===== src/rtl/fetch_queue.sv =====
// fetch_queue: PC generator plus prefetch FIFO for the pipelined core.
// Requests are issued in order under a credit limit (FIFO occupancy plus
// in-flight requests never exceeds DEPTH). Returned words are paired with
// their request address from a parallel tag queue. After a jump, responses
// still in flight are counted down and discarded.
module fetch_queue #(
    parameter int                ADDR_W   = 32,
    parameter int                INST_W   = 32,
    parameter int                DEPTH    = 4,
    parameter logic [ADDR_W-1:0] RESET_PC = '0,
    parameter logic [INST_W-1:0] NOP_INST = INST_W'(32'h00000013)
) (
    input  logic                     clk,
    input  logic                     rst,
    output logic                     req_o,
    output logic [ADDR_W-1:0]        req_addr_o,
    input  logic                     rsp_valid_i,
    input  logic [INST_W-1:0]        rsp_inst_i,
    input  logic                     jump_i,
    input  logic [ADDR_W-1:0]        jump_addr_i,
    input  logic                     hold_i,
    output logic                     valid_o,
    output logic [INST_W-1:0]        inst_o,
    output logic [ADDR_W-1:0]        inst_addr_o,
    output logic [$clog2(DEPTH):0]   count_o
);

    localparam int                PW      = $clog2(DEPTH);
    localparam int                CW      = PW + 1;
    localparam logic [ADDR_W-1:0] PC_STEP = ADDR_W'(INST_W / 8);
    localparam logic [CW:0]       DEPTH_C = (CW + 1)'(DEPTH);
    localparam logic [PW-1:0]     PTR_ONE = PW'(1);
    localparam logic [CW-1:0]     CNT_ONE = CW'(1);

    logic [ADDR_W-1:0] pc_q;
    logic [INST_W-1:0] inst_mem [DEPTH];
    logic [ADDR_W-1:0] addr_mem [DEPTH];
    logic [ADDR_W-1:0] tag_mem  [DEPTH];
    logic [PW-1:0]     wr_ptr_q;
    logic [PW-1:0]     rd_ptr_q;
    logic [PW-1:0]     tag_wr_q;
    logic [PW-1:0]     tag_rd_q;
    logic [CW-1:0]     count_q;
    logic [CW-1:0]     out_q;
    logic [CW-1:0]     drop_q;

    logic [CW:0]       credit_used;
    logic              req;
    logic              rsp_fire;
    logic              push;
    logic              pop;

    // A response with nothing outstanding is a bus protocol error and is
    // ignored entirely, so it must not touch any counter or pointer.
    assign credit_used = {1'b0, count_q} + {1'b0, out_q};
    assign req         = !rst && !jump_i && (credit_used < DEPTH_C);
    assign rsp_fire    = rsp_valid_i && (out_q != '0);
    assign push        = rsp_fire && (drop_q == '0) && !jump_i;
    assign valid_o     = (count_q != '0);
    assign pop         = valid_o && !hold_i && !jump_i;

    assign req_o       = req;
    assign req_addr_o  = pc_q;
    assign count_o     = count_q;
    assign inst_o      = valid_o ? inst_mem[rd_ptr_q] : NOP_INST;
    assign inst_addr_o = valid_o ? addr_mem[rd_ptr_q] : '0;

    // Control state: PC, FIFO/tag pointers, occupancy and in-flight/drop credit.
    always_ff @(posedge clk or posedge rst) begin
        if (rst) begin
            pc_q     <= RESET_PC;
            wr_ptr_q <= '0;
            rd_ptr_q <= '0;
            tag_wr_q <= '0;
            tag_rd_q <= '0;
            count_q  <= '0;
            out_q    <= '0;
            drop_q   <= '0;
        end else begin
            // Every accepted response retires one tag, dropped or not, so the
            // tag queue stays aligned with the bus across redirects.
            if (rsp_fire) begin
                tag_rd_q <= tag_rd_q + PTR_ONE;
            end
            if (jump_i) begin
                pc_q     <= jump_addr_i;
                wr_ptr_q <= '0;
                rd_ptr_q <= '0;
                count_q  <= '0;
                // Everything still in flight after this edge is stale.
                out_q    <= out_q - CW'(rsp_fire);
                drop_q   <= out_q - CW'(rsp_fire);
            end else begin
                if (req) begin
                    pc_q     <= pc_q + PC_STEP;
                    tag_wr_q <= tag_wr_q + PTR_ONE;
                end
                if (push) begin
                    wr_ptr_q <= wr_ptr_q + PTR_ONE;
                end
                if (pop) begin
                    rd_ptr_q <= rd_ptr_q + PTR_ONE;
                end
                count_q <= count_q + CW'(push) - CW'(pop);
                out_q   <= out_q + CW'(req) - CW'(rsp_fire);
                if (rsp_fire && (drop_q != '0)) begin
                    drop_q <= drop_q - CNT_ONE;
                end
            end
        end
    end

    // Storage: request tags and FIFO payload; no reset needed for data.
    always_ff @(posedge clk) begin
        if (req) begin
            tag_mem[tag_wr_q] <= pc_q;
        end
        if (push) begin
            inst_mem[wr_ptr_q] <= rsp_inst_i;
            addr_mem[wr_ptr_q] <= tag_mem[tag_rd_q];
        end
    end

endmodule


===== config.mk =====
export PLATFORM = sky130hd
export DESIGN_NAME = fetch_queue
export DESIGN_NICKNAME = d
export VERILOG_FILES = /design/src/rtl/fetch_queue.sv
export SDC_FILE = /design/constraint.sdc
export NUM_CORES = 1
export LEC_CHECK = 0
export ABC_AREA = 1
export ABC_CLOCK_PERIOD_IN_PS = 4400
export CAP_MARGIN = 10
export CORE_UTILIZATION = 24
export CTS_CLUSTER_DIAMETER = 200
export DETAILED_ROUTE_END_ITERATION = 16
export DONT_BUFFER_PORTS = 1
export PLACE_DENSITY = 0.5
export REMOVE_ABC_BUFFERS = 1
export SETUP_SLACK_MARGIN = 0.4
export SLEW_MARGIN = 20
export SYNTH_ARGS = -nofsm -noshare
export SYNTH_HDL_FRONTEND = slang
export SYNTH_SLANG_ARGS = --single-unit

===== constraint.sdc =====
create_clock -name clk -period 4.4 [get_ports clk]
set_input_delay 0.88 -clock clk [delete_from_list [all_inputs] [get_ports clk]]
set_output_delay 0.88 -clock clk [all_outputs]
set_load 0.01 [all_outputs]

Yosys cells after proc, flatten, opt, wreduce, memory -nomap -nowiden
Memories as Yosys holds them, arrays and structs flattened.
Index checks and enable logic that the tools add are counted.

cells by class
  add/sub/neg operators = 12
  multiply operators = 0
  divide/modulo/power cells = 0
  magnitude comparators = 1
  eq/ne operators = 0
  shift operators = 0
  mux-type cells = 16
  bitwise operators = 1
  reductions and logical operators = 20

operators with widths
  kind                                                        number
  2-to-1 mux 32 bit                                           4
  adder 32 x 3 -> 32 bit, second input constant               1
  2-to-1 mux 3 bit                                            4
  nonzero test 3 bit                                          3
  subtractor 3 x 1 -> 3 bit                                   3
  adder 2 x 1 -> 2 bit, second input constant                 4
  logical AND 1 bit                                           8
  2-to-1 mux 2 bit                                            4
  nonzero test 2 bit                                          4
  adder 3 x 1 -> 3 bit                                        2
  adder 3 x 3 -> 4 bit                                        1
  less-than comparator 4 x 3 -> 1 bit, second input constant  1
  2-to-1 mux 1 bit                                            4
  logical NOT 1 bit                                           3
  logical NOT 3 bit                                           1
  subtractor 3 x 1 -> 3 bit, second input constant            1
  AND reduction 2 bit                                         1
  inverter 1 bit                                              1

storage, ports and cells
  register bits after elaboration = 49
  latch bits = 0
  RAM bits = 384
  bits in read-only memories = 0
  bits of input ports = 69
  output and inout port bits = 101
  logic and storage cells = 61
  memories kept = 3

memories
  memory    words  width  rd ports  clocked after memory_dff  write ports  RTL line  source
  addr_mem  4      32     1         0                         1            37        logic [ADDR_W-1:0] addr_mem [DEPTH];
  inst_mem  4      32     1         0                         1            36        logic [INST_W-1:0] inst_mem [DEPTH];
  tag_mem   4      32     1         0                         1            38        logic [ADDR_W-1:0] tag_mem [DEPTH];

Longest topological paths before layout
Gate-level depths: netlist (run 1).

  depth in word-level cells = 7
  depth in mapped cells = 13

Worst setup path after synthesis (run 1)
Ideal clock, no wire load.

  path kind = input port to flip-flop
  start = input rsp_valid_i
  end = memory addr_mem[0][0] (enable)
  library setup time = 0.487 ns
  data arrival time = 4.112 ns
  setup slack = -0.198 ns
  cell stages on the path = 3
  path buffers = 0
  cells stage by stage = a21boi_2 -> nand4_2 -> nor2_1

between the ends
  word-level cells in the longest chain between the ends = 5

ends and longest elaborated chain
  what                                    RTL line  source
  start, declared                         17        input logic rsp_valid_i,
  logical AND 1 bit                       57        assign rsp_fire = rsp_valid_i && (out_q != '0);
  logical AND 1 bit (2 in series)         58        assign push = rsp_fire && (drop_q == '0) && !jump_i;
  2-to-1 mux 1 bit                        118       if (push) begin
  2-to-1 mux 1 bit (implied by the code)  120       addr_mem[wr_ptr_q] <= tag_mem[tag_rd_q];
  end, declared                           37

Every way passes these cells.

Worst setup path after layout (run 1)
  start = register count_q[1] (netlist: count_o[1])
  end = output inst_addr_o[15]

between the ends
  word-level cells in the longest chain between the ends = 2

ends and longest elaborated chain
  what                    RTL line  source
  start, declared         43        logic [CW-1:0] count_q;
  start signal, assigned  104       count_q <= count_q + CW'(push) - CW'(pop);
  nonzero test 3 bit      59        assign valid_o = (count_q != '0);
  2-to-1 mux 32 bit       66        assign inst_addr_o = valid_o ? addr_mem[rd_ptr_q] : '0;
  end, declared           24        output logic [ADDR_W-1:0] inst_addr_o,

Every way passes these cells.

==> out/results.ini, run 1 <==
[clock_network]
postCtsSetupBuffers=0
postCtsHoldBufs=0
cts.clk_slew.worst_paths_ps=60
cts_resized=0
clockBufferDepth=3
cts_tree=done
htreeDepth=2
clock-sinks=433
cts-root-buf=clkbuf_16
worstSkewPairLatency_ps=600
cts_buffers=49

[setup_path]
crit_chain=inv_1 > nand2_1 > nor2_4 > buf_4 > a21oi_1 > buf_4
arrival_ps=2650
cp_max_fo=21
r2r-start=count_o[1]
cp.required_ps=3520
crit_path_end_kind=output port
path_class=register to output port
slowest_stage=nor2_4
crit-reg2reg-capture=count_o[2]
crit_path_start_kind=register
rr_worst_depth=13
critical_path.max_stage_delay_ps=740
crit_top_cell=buf_4
cp-startpoint=count_o[1]
r2r_slack_ps=1420

[logic_synthesis]
synth-main-ff-cell=edfxtp_1
syn-cell-area_mm2=0.0180
synth.area.mux_share_pct=0
synth_top_family_by_area=simple AND/OR/NAND/NOR gates
synth_seq_area_share_pct=71.1
synth_cell_type_count=31
synth-seq-cells=433
yosys_warnings=0
netlist_instances=1585
synth-compound-area-share_pct=8.99
synth_simple_gate_area_share_pct=14.2
synth_xor_area_share_pct=0.732
avgSynthCellArea_um2=11.3
synth_edf_count=384
async_flop_share_pct=11.3
synthAdderAreaFrac_pct=1.62

[die]
io_pins=170
die_x_um=276
dieHeight_um=276
start_util_pct=24.4
die_area_mm2=0.0759
core_mm2=0.0735
row_count=99

[final_layout]
multi_input_area_mm2=0.00465
drive_gt1_share_pct=7.79
seqCellArea_mm2=0.0128
final-instance-count-excl-fill=2578
syn_to_final_growth_pct=15.6
layout.nets=1672
n_fill_cell=7493
final_util_pct=28.2
finalInstanceArea_mm2=0.0207

[placed_design]
placed_cells=2489
gp_congestion=0.773
placed_area_mm2=0.0192
dp_slack_ps=1370
dp_hpwl_um=29800
portBuffers=0

[timing]
rsz0062_at_grt=no
final.setup.worst_slack_ps=867
period_minus_slack_ps=3530
hold_viol=0
clock_skew_ps=28.8
slew_viol_final=0
post-route-period-util_pct=80.3
fmax_ghz=0.283
setup_viol=0
slew-limit-headroom_pct=31.4
setup_tns_ps=0
whs_ps=368
tightest_slew_ps=1020

[grt]
grt_max_degree=130
antenna_found_initial=4
grt_use_total_pct=13.1
grt_pass1_vias=11500
grt_overflow=0
grt_pass1_wl_um=73700

[detailed_routing]
postRouteAntennaNets=0
wirelength_um=49700
post_drt_via_cell_ratio=4.45
drt_iter0_drc=741
wire_per_inst_um=19.3
first_pass_iters=4
drc_errors=0
routed-via-count=11500

[power_and_ir_drop]
ir_drop_uv=430
leakagePower_nw=7.19
p_per_area_mw_per_mm2=623
p_total_mw=12.9

[hold_path]
min_to=count_o[1]
hp-start=jump_i
worstHoldPathCells=1
hp-class=input pin to register

[outcome]
status=complete, no violations

[run]
drv_cap=0

worst max-delay path: cells and delay by family (launching register included):
family                 cells  cell delay [ps]
AND/OR/NAND/NOR            2              850
flip-flops                 1              490
AO/OA/AOI/OAI              1               70
buffers and inverters      3              640
worst max-delay path by stage:
stage                      endpoint  slack [ps]  cells after the start
finish              inst_addr_o[15]         870                      6
global route        inst_addr_o[22]         710                      4
CTS                 inst_addr_o[15]         760                      6
detailed placement       count_o[2]        1370                      9
global placement         count_o[2]        1330                     13
floorplan             tag_mem[0][0]       -1080                      5
final cells by class:
class | instances | share of cell area, %
Antenna cell | 1 | 0.0121
Inverter | 75 | 1.38
Tap cell | 959 | 5.78
Clock inverter | 34 | 1.63
Multi-Input combinational cell | 998 | 22.4
Timing Repair Buffer | 24 | 1.23
Sequential cell | 433 | 61.5
Clock buffer | 54 | 6.00
sequential cells by signal, indices dropped and copies added, names as in the netlist:
name / count
tag_mem: 128
addr_mem: 128
count_o: 3
drop_q: 3
wr_ptr_q: 2
out_q: 3
inst_mem: 128
rd_ptr_q: 2
req_addr_o: 32
tag_rd_q: 2
tag_wr_q: 2
Yosys cell counts (2+ instances only):
cell type / number / area (um^2)
inv_2: 2 / 7.51
a21oi_1: 66 / 330
o21ai_0: 199 / 996
xnor2_1: 5 / 43.8
o21bai_1: 2 / 15.0
nor2_2: 3 / 18.8
xor2_1: 10 / 87.6
inv_1: 73 / 274
clkbuf_1: 40 / 150
nor2_1: 381 / 1430
edfxtp_1: 384 / 11500
or2_2: 4 / 25.0
nand2_1: 220 / 826
nand4_1: 2 / 12.5
dfrtp_1: 49 / 1230
buf_1: 10 / 37.5
buf_2: 29 / 145
nand3_1: 37 / 185
ha_1: 20 / 250
fa_1: 2 / 40.0
o211ai_1: 4 / 30.0
o311ai_0: 3 / 26.3
o22ai_1: 32 / 200
placed cells by master (no fill, tap or decap), types with 3 or more instances in the layout:
cell	count
dfrtp_1	46
bufinv_16	6
clkbuf_1	5
clkbuf_16	49
nor2_1	370
nand2_1	220
xor2_1	10
nor2_2	5
or2_2	4
edfxtp_1	384
inv_2	3
o21ai_0	199
a21oi_1	66
buf_12	6
ha_1	20
inv_1	69
o22ai_1	32
clkinv_2	11
o311ai_0	3
nor2_4	10
clkinv_1	11
buf_4	18
nand3_1	37
o211ai_1	4
inv_6	3
xnor2_1	5
where the power goes:
part | leakage [nW] | switching (mW) | internal [mW]
logic | 2.34 | 2.38 | 0.804
clock network | 0.777 | 1.68 | 2.39
registers | 4.06 | 0.493 | 5.18
layer usage:
layer	vias up	wire, um	track usage [%]
li1	5457	-	-
met1	5697	20900	16.0
met2	257	24000	21.9
met3	63	3890	4.22
met4	4	935	3.85
met5	-	21	0
cell families after synthesis:
family / Yosys count
buffers and inverters: 154
DFF: 433
xor gates and xnor gates: 15
adders and majority gates: 22
AOI/OAI and AO/OA: 308
and+or+nand+nor: 653
(Power assumes the default switching activity.)
==> inputs of run 2 (changes only) <==
Settings changed: ABC_CLOCK_PERIOD_IN_PS 4400 to 3050.
Clock period 4.4 ns to 3.05 ns, I/O delays scaled along.
==> run 2 against run 1 <==
Sequential cell count is the same. Cell area up 16%. Critical path depth stayed put. Cell count increased by 5.5%. Global-route usage rose by 1.8 points. Worst setup slack lost 490 ps. Clock power up 46%. Via count up 7.4%. Register-to-register slack worse by 910 ps. Worst hold slack worse by 300 ps. Critical endpoint is now inst_addr_o[31].
==> out/results.ini, run 2 (synthesis gave the netlist of run 1 again) <==
[placed_design]
portBuffers=0  ; unchanged
dp_hpwl_um=32500  ; +9.1%
gp_congestion=0.781  ; +1.1%

[clock_network]
cts_tree=done
cts-root-buf=clkbuf_16
htreeDepth=2  ; unchanged
cts.clk_slew.worst_paths_ps=60  ; about the same
worstSkewPairLatency_ps=600  ; about the same
cts_buffers=50  ; +2.0%
clockBufferDepth=3  ; unchanged
clock-sinks=433  ; unchanged

[detailed_routing]
drt_iter0_drc=771  ; +4.0%
routed-via-count=12300  ; +7.4%
first_pass_iters=5  ; +1
wire_per_inst_um=21.1  ; +9.3%
post_drt_via_cell_ratio=4.53  ; +1.8%
postRouteAntennaNets=0  ; unchanged
wirelength_um=57300  ; +15%
drc_errors=0  ; unchanged

[timing]
fmax_ghz=0.373
tightest_slew_ps=837  ; -185 ps
clock_skew_ps=22.2  ; -6.53 ps
setup_viol=0  ; unchanged
rsz0062_at_grt=yes
setup_tns_ps=0  ; unchanged
post-route-period-util_pct=87.8
slew_viol_final=0  ; unchanged
hold_viol=0  ; unchanged
period_minus_slack_ps=2680
slew-limit-headroom_pct=44.2  ; +13 points

[power_and_ir_drop]
leakagePower_nw=8.45  ; +18%
ir_drop_uv=384  ; -11%
p_per_area_mw_per_mm2=932  ; +50%
p_total_mw=22.4  ; +73%

[grt]
grt_max_degree=66  ; -49%
grt_pass1_wl_um=82300  ; +12%
antenna_found_initial=3  ; -1
grt_pass1_vias=11900  ; +3.9%
grt_use_total_pct=14.9  ; +1.8 points
grt_overflow=0  ; unchanged

[outcome]
status=complete, no violations

[setup_path]
crit_path_end_kind=output port
crit_path_start_kind=register
path_class=register to output port
cp_max_fo=6  ; -71%
r2r_slack_ps=510  ; -910 ps
cp.required_ps=2440  ; -1080 ps
arrival_ps=2070  ; -580 ps

[die]
io_pins=170  ; unchanged
start_util_pct=24.4  ; unchanged
core_mm2=0.0735  ; unchanged
row_count=99  ; unchanged
die_x_um=276  ; unchanged
die_area_mm2=0.0759  ; unchanged
dieHeight_um=276  ; unchanged

[final_layout]
top_regs=addr_mem x128, inst_mem x128, tag_mem x128
syn_to_final_growth_pct=33.8
diodes=0  ; -1
mostFrequentLayoutCell=edfxtp_1
drive_gt1_share_pct=25.6  ; +18 points
layout.nets=1809  ; +8.2%
final_cell_mix=edfxtp_1 (384), nor2_1 (326), nand2_1 (219)

[hold_path]
hp-class=input pin to register

[run]
drv_cap=0  ; unchanged

## run 2: cell count changes in the layout (fill, tap and decap cells not counted), moves of 36 or more
cell and change:
o21ai_2 +50, buf_4 +45, o21ai_1 +36, o21ai_0 -104
a21oi_1 -59, nor2_1 -44
## run 2: final cells by class
class	instances	area [um^2]
Tap cell	959	1200
Timing Repair inverter	1	11.3
Sequential cell	433	12800
Clock inverter	31	280
Inverter	75	307
Clock buffer	63	1350
Multi-Input combinational cell	998	5680
Timing Repair Buffer	159	2430
Fill cell	7232	49400
## run 2: critical path, stage by stage (launching register included)
cell and delay [ps]:
dfrtp_4 570, clkinv_8 160, buf_4 180, nor2_2 110, o21ai_2 80, a21oi_4 220, buf_6 140
## run 2: power by group
part | switching, mW | internal [mW] | leakage [nW]
sequential | 0.574 | 7.48 | 4.06
combinational | 4.99 | 3.41 | 3.59
clock | 2.51 | 3.42 | 0.797
total | 8.08 | 14.3 | 8.45
## run 2: final timing paths
| path | cells after the start | endpoint | from |
|---|---|---|---|
| hold / removal | 1 | count_o[2] | jump_i |
| setup / recovery | 6 | inst_addr_o[31] | rd_ptr_q[1] |
| hold reg to reg | 1 | tag_wr_q[0] | tag_wr_q[0] |
| max in group asynchronous | 2 | rd_ptr_q[0] | rst |
| min in group asynchronous | 2 | drop_q[0] | rst |
| setup reg to reg | 15 | count_o[2] | count_o[1] |
## run 2: metrics by stage
| step | setup slack (ps) | cells | hold WS, ps | utilization [%] | cell area [um^2] |
|---|---|---|---|---|---|
| finish | 372 | 2719 | 71.5 | 32.7 | 24000 |
| global route | 291 | 2719 | 42.0 | 32.7 | 24000 |
| detailed placement | 561 | 2557 | 526 | 27.0 | 19800 |
| floorplan | -2160 | 1506 | 494 | - | 17600 |
| CTS | 296 | 2703 | 30.7 | 31.3 | 23000 |
| global placement | 582 | 2557 | 512 | 27.0 | 19800 |
## run 2: layer usage
layer	vias to the layer above	wire length (um)	GRT usage, %
li1	5779	-	-
met1	6189	24700	19.3
met2	287	28200	25.3
met3	70	3050	2.88
met4	4	1400	3.87
met5	-	27	0
## run 2: timing repair
item	in CTS	in global routing
gates resized for setup	210	238
buffers inserted	33	6
hold buffers	0	0
pin swaps	38	69
endpoints found under the setup margin	65	65
cloned	19	10
==> RTL edit 1, RTL diff (config.mk and constraints of run 1) <==
Add an input register stage for `rsp_valid_i`, `rsp_inst_i`, `jump_i`, `jump_addr_i` and `hold_i`, without a reset; this delays them by one clock.
--- a/src/rtl/fetch_queue.sv
+++ b/src/rtl/fetch_queue.sv
@@ -33,4 +33,18 @@
     localparam logic [CW-1:0]     CNT_ONE = CW'(1);
 
+    logic rsp_valid_q;
+    logic [INST_W-1:0] rsp_inst_q;
+    logic jump_q;
+    logic [ADDR_W-1:0] jump_addr_q;
+    logic hold_q;
+
+    always_ff @(posedge clk) begin
+        rsp_valid_q <= rsp_valid_i;
+        rsp_inst_q  <= rsp_inst_i;
+        jump_q      <= jump_i;
+        jump_addr_q <= jump_addr_i;
+        hold_q      <= hold_i;
+    end
+
     logic [ADDR_W-1:0] pc_q;
     logic [INST_W-1:0] inst_mem [DEPTH];
@@ -54,9 +68,9 @@
     // ignored entirely, so it must not touch any counter or pointer.
     assign credit_used = {1'b0, count_q} + {1'b0, out_q};
-    assign req         = !rst && !jump_i && (credit_used < DEPTH_C);
-    assign rsp_fire    = rsp_valid_i && (out_q != '0);
-    assign push        = rsp_fire && (drop_q == '0) && !jump_i;
+    assign req         = !rst && !jump_q && (credit_used < DEPTH_C);
+    assign rsp_fire    = rsp_valid_q && (out_q != '0);
+    assign push        = rsp_fire && (drop_q == '0) && !jump_q;
     assign valid_o     = (count_q != '0);
-    assign pop         = valid_o && !hold_i && !jump_i;
+    assign pop         = valid_o && !hold_q && !jump_q;
 
     assign req_o       = req;
@@ -83,6 +97,6 @@
                 tag_rd_q <= tag_rd_q + PTR_ONE;
             end
-            if (jump_i) begin
-                pc_q     <= jump_addr_i;
+            if (jump_q) begin
+                pc_q     <= jump_addr_q;
                 wr_ptr_q <= '0;
                 rd_ptr_q <= '0;
@@ -117,5 +131,5 @@
         end
         if (push) begin
-            inst_mem[wr_ptr_q] <= rsp_inst_i;
+            inst_mem[wr_ptr_q] <= rsp_inst_q;
             addr_mem[wr_ptr_q] <= tag_mem[tag_rd_q];
         end
Formal check against the unedited RTL: not equivalent (a bounded check fails within 4 cycles, from zero or initial values and one cycle with rst high).
==> RTL edit 1 against run 1 <==
  * Total power grew 11%
  * Worst setup slack got worse by 0.040 ns
  * Final area grew 8.1%
  * Synthesized area grew 7.4%
  * Largest power group unchanged
  * Wire length barely moved
  * First-iteration DRC count shrank 7.6%
  * Sequential cell count grew 67
==> RTL edit 1: results (changes against run 1) <==
period_share_pct: 81.2  # +0.91 points
place_area_sq_um: 20600  # +7.3%
wl_met1_mm: 22.0  # +5.1%
r2r_slack_ns: 1.46  # +0.04 ns
cp_data_arrival_time_ns: 2.69  # +0.04 ns
syn_avg_cell_area_sq_um: 11.8  # +3.8%
route.met2.wl_mm: 23.7  # -0.93%
wl_met3_mm: 2.65  # -32%
slowest_stage: "o311ai_0"
p_leak_nw: 7.91  # +10%
grt_max_degree: 79  # -39%
antenna_found_initial: 1  # -3
grtUsageMet2_pct: 20.2  # -1.8 points
p_sw_w: 0.00490  # +7.6%
ir_drop_v: 0.000327  # -24%
hold_end: "rsp_inst_q[16]"
power_density_nw_per_um2: 637  # +2.2%
p_clk_share_pct: 33.1  # +1.6 points
critPathMaxStageDelay_ns: 0.58  # -0.16 ns
met3_usage_pct: 2.67  # -1.5 points
status: "finished, final reports clean"
num_vias: 11700  # +1.9%
start_util_pct: 24.3  # -0.12 points
synth.distinct_cells: 33  # +6.5%
skew_ns: 0.0125  # -0.0163 ns
drt-total-wl_mm: 49.8  # about the same
top_layer_used: "met4"
hold_depth: 0  # -1
grt_util_met1_pct: 15.7  # -0.30 points
routedWlPerCell_um: 18.1  # -6.0%
synthArstFlopShare_pct: 9.80  # -1.5 points
final_nets: 1739  # +4.0%
reg2reg_depth: 10  # -3
detail_route.first_pass.iterations: 5  # +1
grt_pass1_wl_mm: 75.2  # +2.1%
num_antenna_cells: 0  # -1
max_slew_margin_pct: 45.6  # +14 points
layout-drive-gt1-share_pct: 8.55  # +0.76 points
dpl.cell_count: 2638  # +6.0%
pg_comb_w: 0.00325  # +2%
gp_congestion: 0.735  # -4.9%
hp-start: "rsp_inst_i[16]"
cp-endpoint: "inst_o[1]"
==> RTL edit 1: cell count changes in the layout (fill, tap and decap cells not counted), moves of 5 or more <==
cell       change
dfxtp_1       +67
nand3_1       -18
clkbuf_16     +12
nor2_1         -9
nand3b_1       +8
buf_4          +6
clkbuf_1       +5
==> RTL edit 1: area by class of cell <==
type | count | area [sq um] | area share, %
Clock buffer | 72 | 1580 | 7.03
Clock inverter | 36 | 307 | 1.37
Inverter | 71 | 269 | 1.20
Multi-Input combinational cell | 991 | 4640 | 20.7
Sequential cell | 500 | 14100 | 62.9
Tap cell | 1050 | 1310 | 5.86
Timing Repair Buffer | 26 | 220 | 0.982
==> RTL edit 1: logic make-up (layout without fill, tap and decap cells) <==
family / Yosys count / after routing / share of synthesized area (%)
xor+xnor: 16 / 16 / 0.727
fa+ha+maj: 22 / 22 / 1.51
flops: 500 / 500 / 73.1
simple gates: 641 / 641 / 13.1
compound gates: 312 / 312 / 8.49
buf+inv: 148 / 205 / 3.03
==> RTL edit 2, RTL diff (config.mk and constraints of run 1) <==
Without the edit above. `INST_W`: 32 -> 40.
--- a/src/rtl/fetch_queue.sv
+++ b/src/rtl/fetch_queue.sv
@@ -6,5 +6,5 @@
 module fetch_queue #(
     parameter int                ADDR_W   = 32,
-    parameter int                INST_W   = 32,
+    parameter int                INST_W   = 40,
     parameter int                DEPTH    = 4,
     parameter logic [ADDR_W-1:0] RESET_PC = '0,
Interface: changed (resized inst_o and rsp_inst_i); port bits go from 170 to 186. No check against the original RTL was run, so the function may have changed too.
==> RTL edit 2 against run 1 <==
  * Total power rose by 6.2%
  * Synthesized area rose by 8.5%
  * Wire length rose by 1.6%
  * Sequential share of layout area fell by 0.24 points
  * Non-clock buffer count rose by 10
  * Worst setup slack improved by 0.016 ns
  * Synthesized cell count rose by 8.0%
  * First-iteration DRC count rose by 12%
  * Final area rose by 7.9%
  * Global-route usage fell by 0.81 points
  * Utilization fell by 0.40 points
  * Sequential cell count rose by 32
==> RTL edit 2: results (changes against run 1) <==
antenna_found_initial: 0  # -4
final_nets: 1812  # +8.4%
grt_pass1_wl_mm: 76.3  # +3.6%
top_layer_used: "met4"
netlist_instances: 1712  # +8.0%
reg2reg_depth: 13  # unchanged
critical_path.max_fanout: 75  # +260%
synthAdderAreaFrac_pct: 1.43  # -0.19 points
synthTopCellsByCount: "edfxtp_1, nor2_1, nand2_1"
grt_pass1_vias: 12500  # +9.2%
p_leak_nw: 7.72  # +7.4%
post-place-ws_ns: 1.13  # -0.238 ns
synth.distinct_cells: 39  # +26%
post_cts_resized: 0  # unchanged
synthArstFlopShare_pct: 10.5  # -0.78 points
synth-edff-count: 416  # +8.3%
synthMuxAreaShare_pct: 0  # unchanged
num_antenna_cells: 0  # -1
gp_congestion: 0.781  # +1.1%
dpl.cell_count: 2719  # +9.2%
critPathTopFamily: "buffers and inverters"
drt_iter0_drc: 830  # +12%
ys_seq_area_share_pct: 70.5  # -0.60 points
ir_drop_v: 0.000331  # -23%
yosysWarnings: 0  # unchanged
hp-class: "primary input to async pin"
period_share_pct: 79.9  # -0.36 points
viasPerCell: 4.40  # -1.2%
critPathMaxStageDelay_ns: 0.62  # -0.12 ns
met3_usage_pct: 3.13  # -1.1 points
wl_met3_mm: 2.98  # -23%
skew_ns: 0.0240  # -0.00478 ns
detail_route.first_pass.iterations: 5  # +1
cts_max_level: 2  # unchanged
postCtsSetupBuffers: 0  # unchanged
route.met2.wl_mm: 24.6  # +2.6%
wl_met1_mm: 21.5  # +2.5%
synth_compound_area_share_pct: 9.33  # +0.34 points
largestRegisters: "inst_mem x160, addr_mem x128, tag_mem x128"
slowest_stage: "inv_4"
routedWlPerCell_um: 18.0  # -6.8%
layout-drive-gt1-share_pct: 8.50  # +0.72 points
cp_data_arrival_time_ns: 2.64  # about the same
grt_usage_pct: 12.3  # -0.81 points
cts_buffers: 53  # +8.2%
clock_path_buffers: 3  # unchanged
status: "finished, final reports clean"
grt_util_met1_pct: 15.0  # -1.1 points
grt_max_degree: 146  # +12%
max_slew_margin_pct: 30.8  # -0.63 points
dp_hpwl_mm: 30.9  # +3.6%
clk_latency_ns: 0.61
num_vias: 12400  # +7.8%
synthXorXnorAreaFrac_pct: 0.495  # -0.24 points
grtUsageMet2_pct: 20.9  # -0.96 points
synth_top_cells_by_area: "edfxtp_1, nor2_1, dfrtp_1, o21ai_0, nand2_1"
port_buffers: 0  # unchanged
==> RTL edit 2: cell types whose count changed after synthesis, sizes merged, moves of 2 or more <==
cell	change
inv	-4
nor3	+3
o21ai	+21
edfxtp	+32
nand4	-2
clkinv	+16
xnor2	-4
nor2	+36
nand2	+12
a21oi	+10
buf	+7
==> RTL edit 2: final cells by class <==
type	count	area, sq um
clock inverters	29	274
flip-flops and latches	465	13700
repair buffers	34	330
well taps	1060	1330
fillers	8233	58000
inverters	87	330
clock buffers	64	1370
multi-input cells	1073	5040
==> RTL edit 2: where the power goes <==
part / internal [W] / switching (W)
Clock: 0.00239 / 0.00178
Sequential: 0.00554 / 0.000508
Combinational: 0.000884 / 0.00262
==> RTL edit 2: worst reg2reg max path, cell delays in order, from the launching register on <==
cell and delay, ns:
dfrtp_1 0.49, inv_1 0.09, nand2_1 0.11, nor2_4 0.56
nor2_1 0.13, inv_1 0.11, nor2_1 0.05, ha_1 0.28
inv_1 0.06, ha_1 0.14, inv_1 0.05, fa_1 0.37
and3_1 0.17, nor3_1 0.14
==> RTL edit 2: stage by stage <==
step / util (%) / cell area [sq um] / setup TNS (ns)
after floorplan: - / 19000 / -208.99
after global placement: 25.8 / 20800 / 0
after detailed placement: 25.8 / 20800 / 0
after CTS: 27.8 / 22400 / 0
after global routing: 27.8 / 22400 / 0
final: 27.8 / 22400 / 0
==> RTL edit 2: final timing paths <==
check                            start         endpoint  slack [ns]
max                        rd_ptr_q[0]  inst_addr_o[19]        0.88
min                                rst       count_o[0]        0.19
max reg2reg                 count_o[1]       count_o[2]        1.58
min reg2reg                tag_rd_q[1]      tag_rd_q[1]        0.50
max in group asynchronous          rst   req_addr_o[15]        3.41
min in group clk                jump_i       count_o[0]        0.36
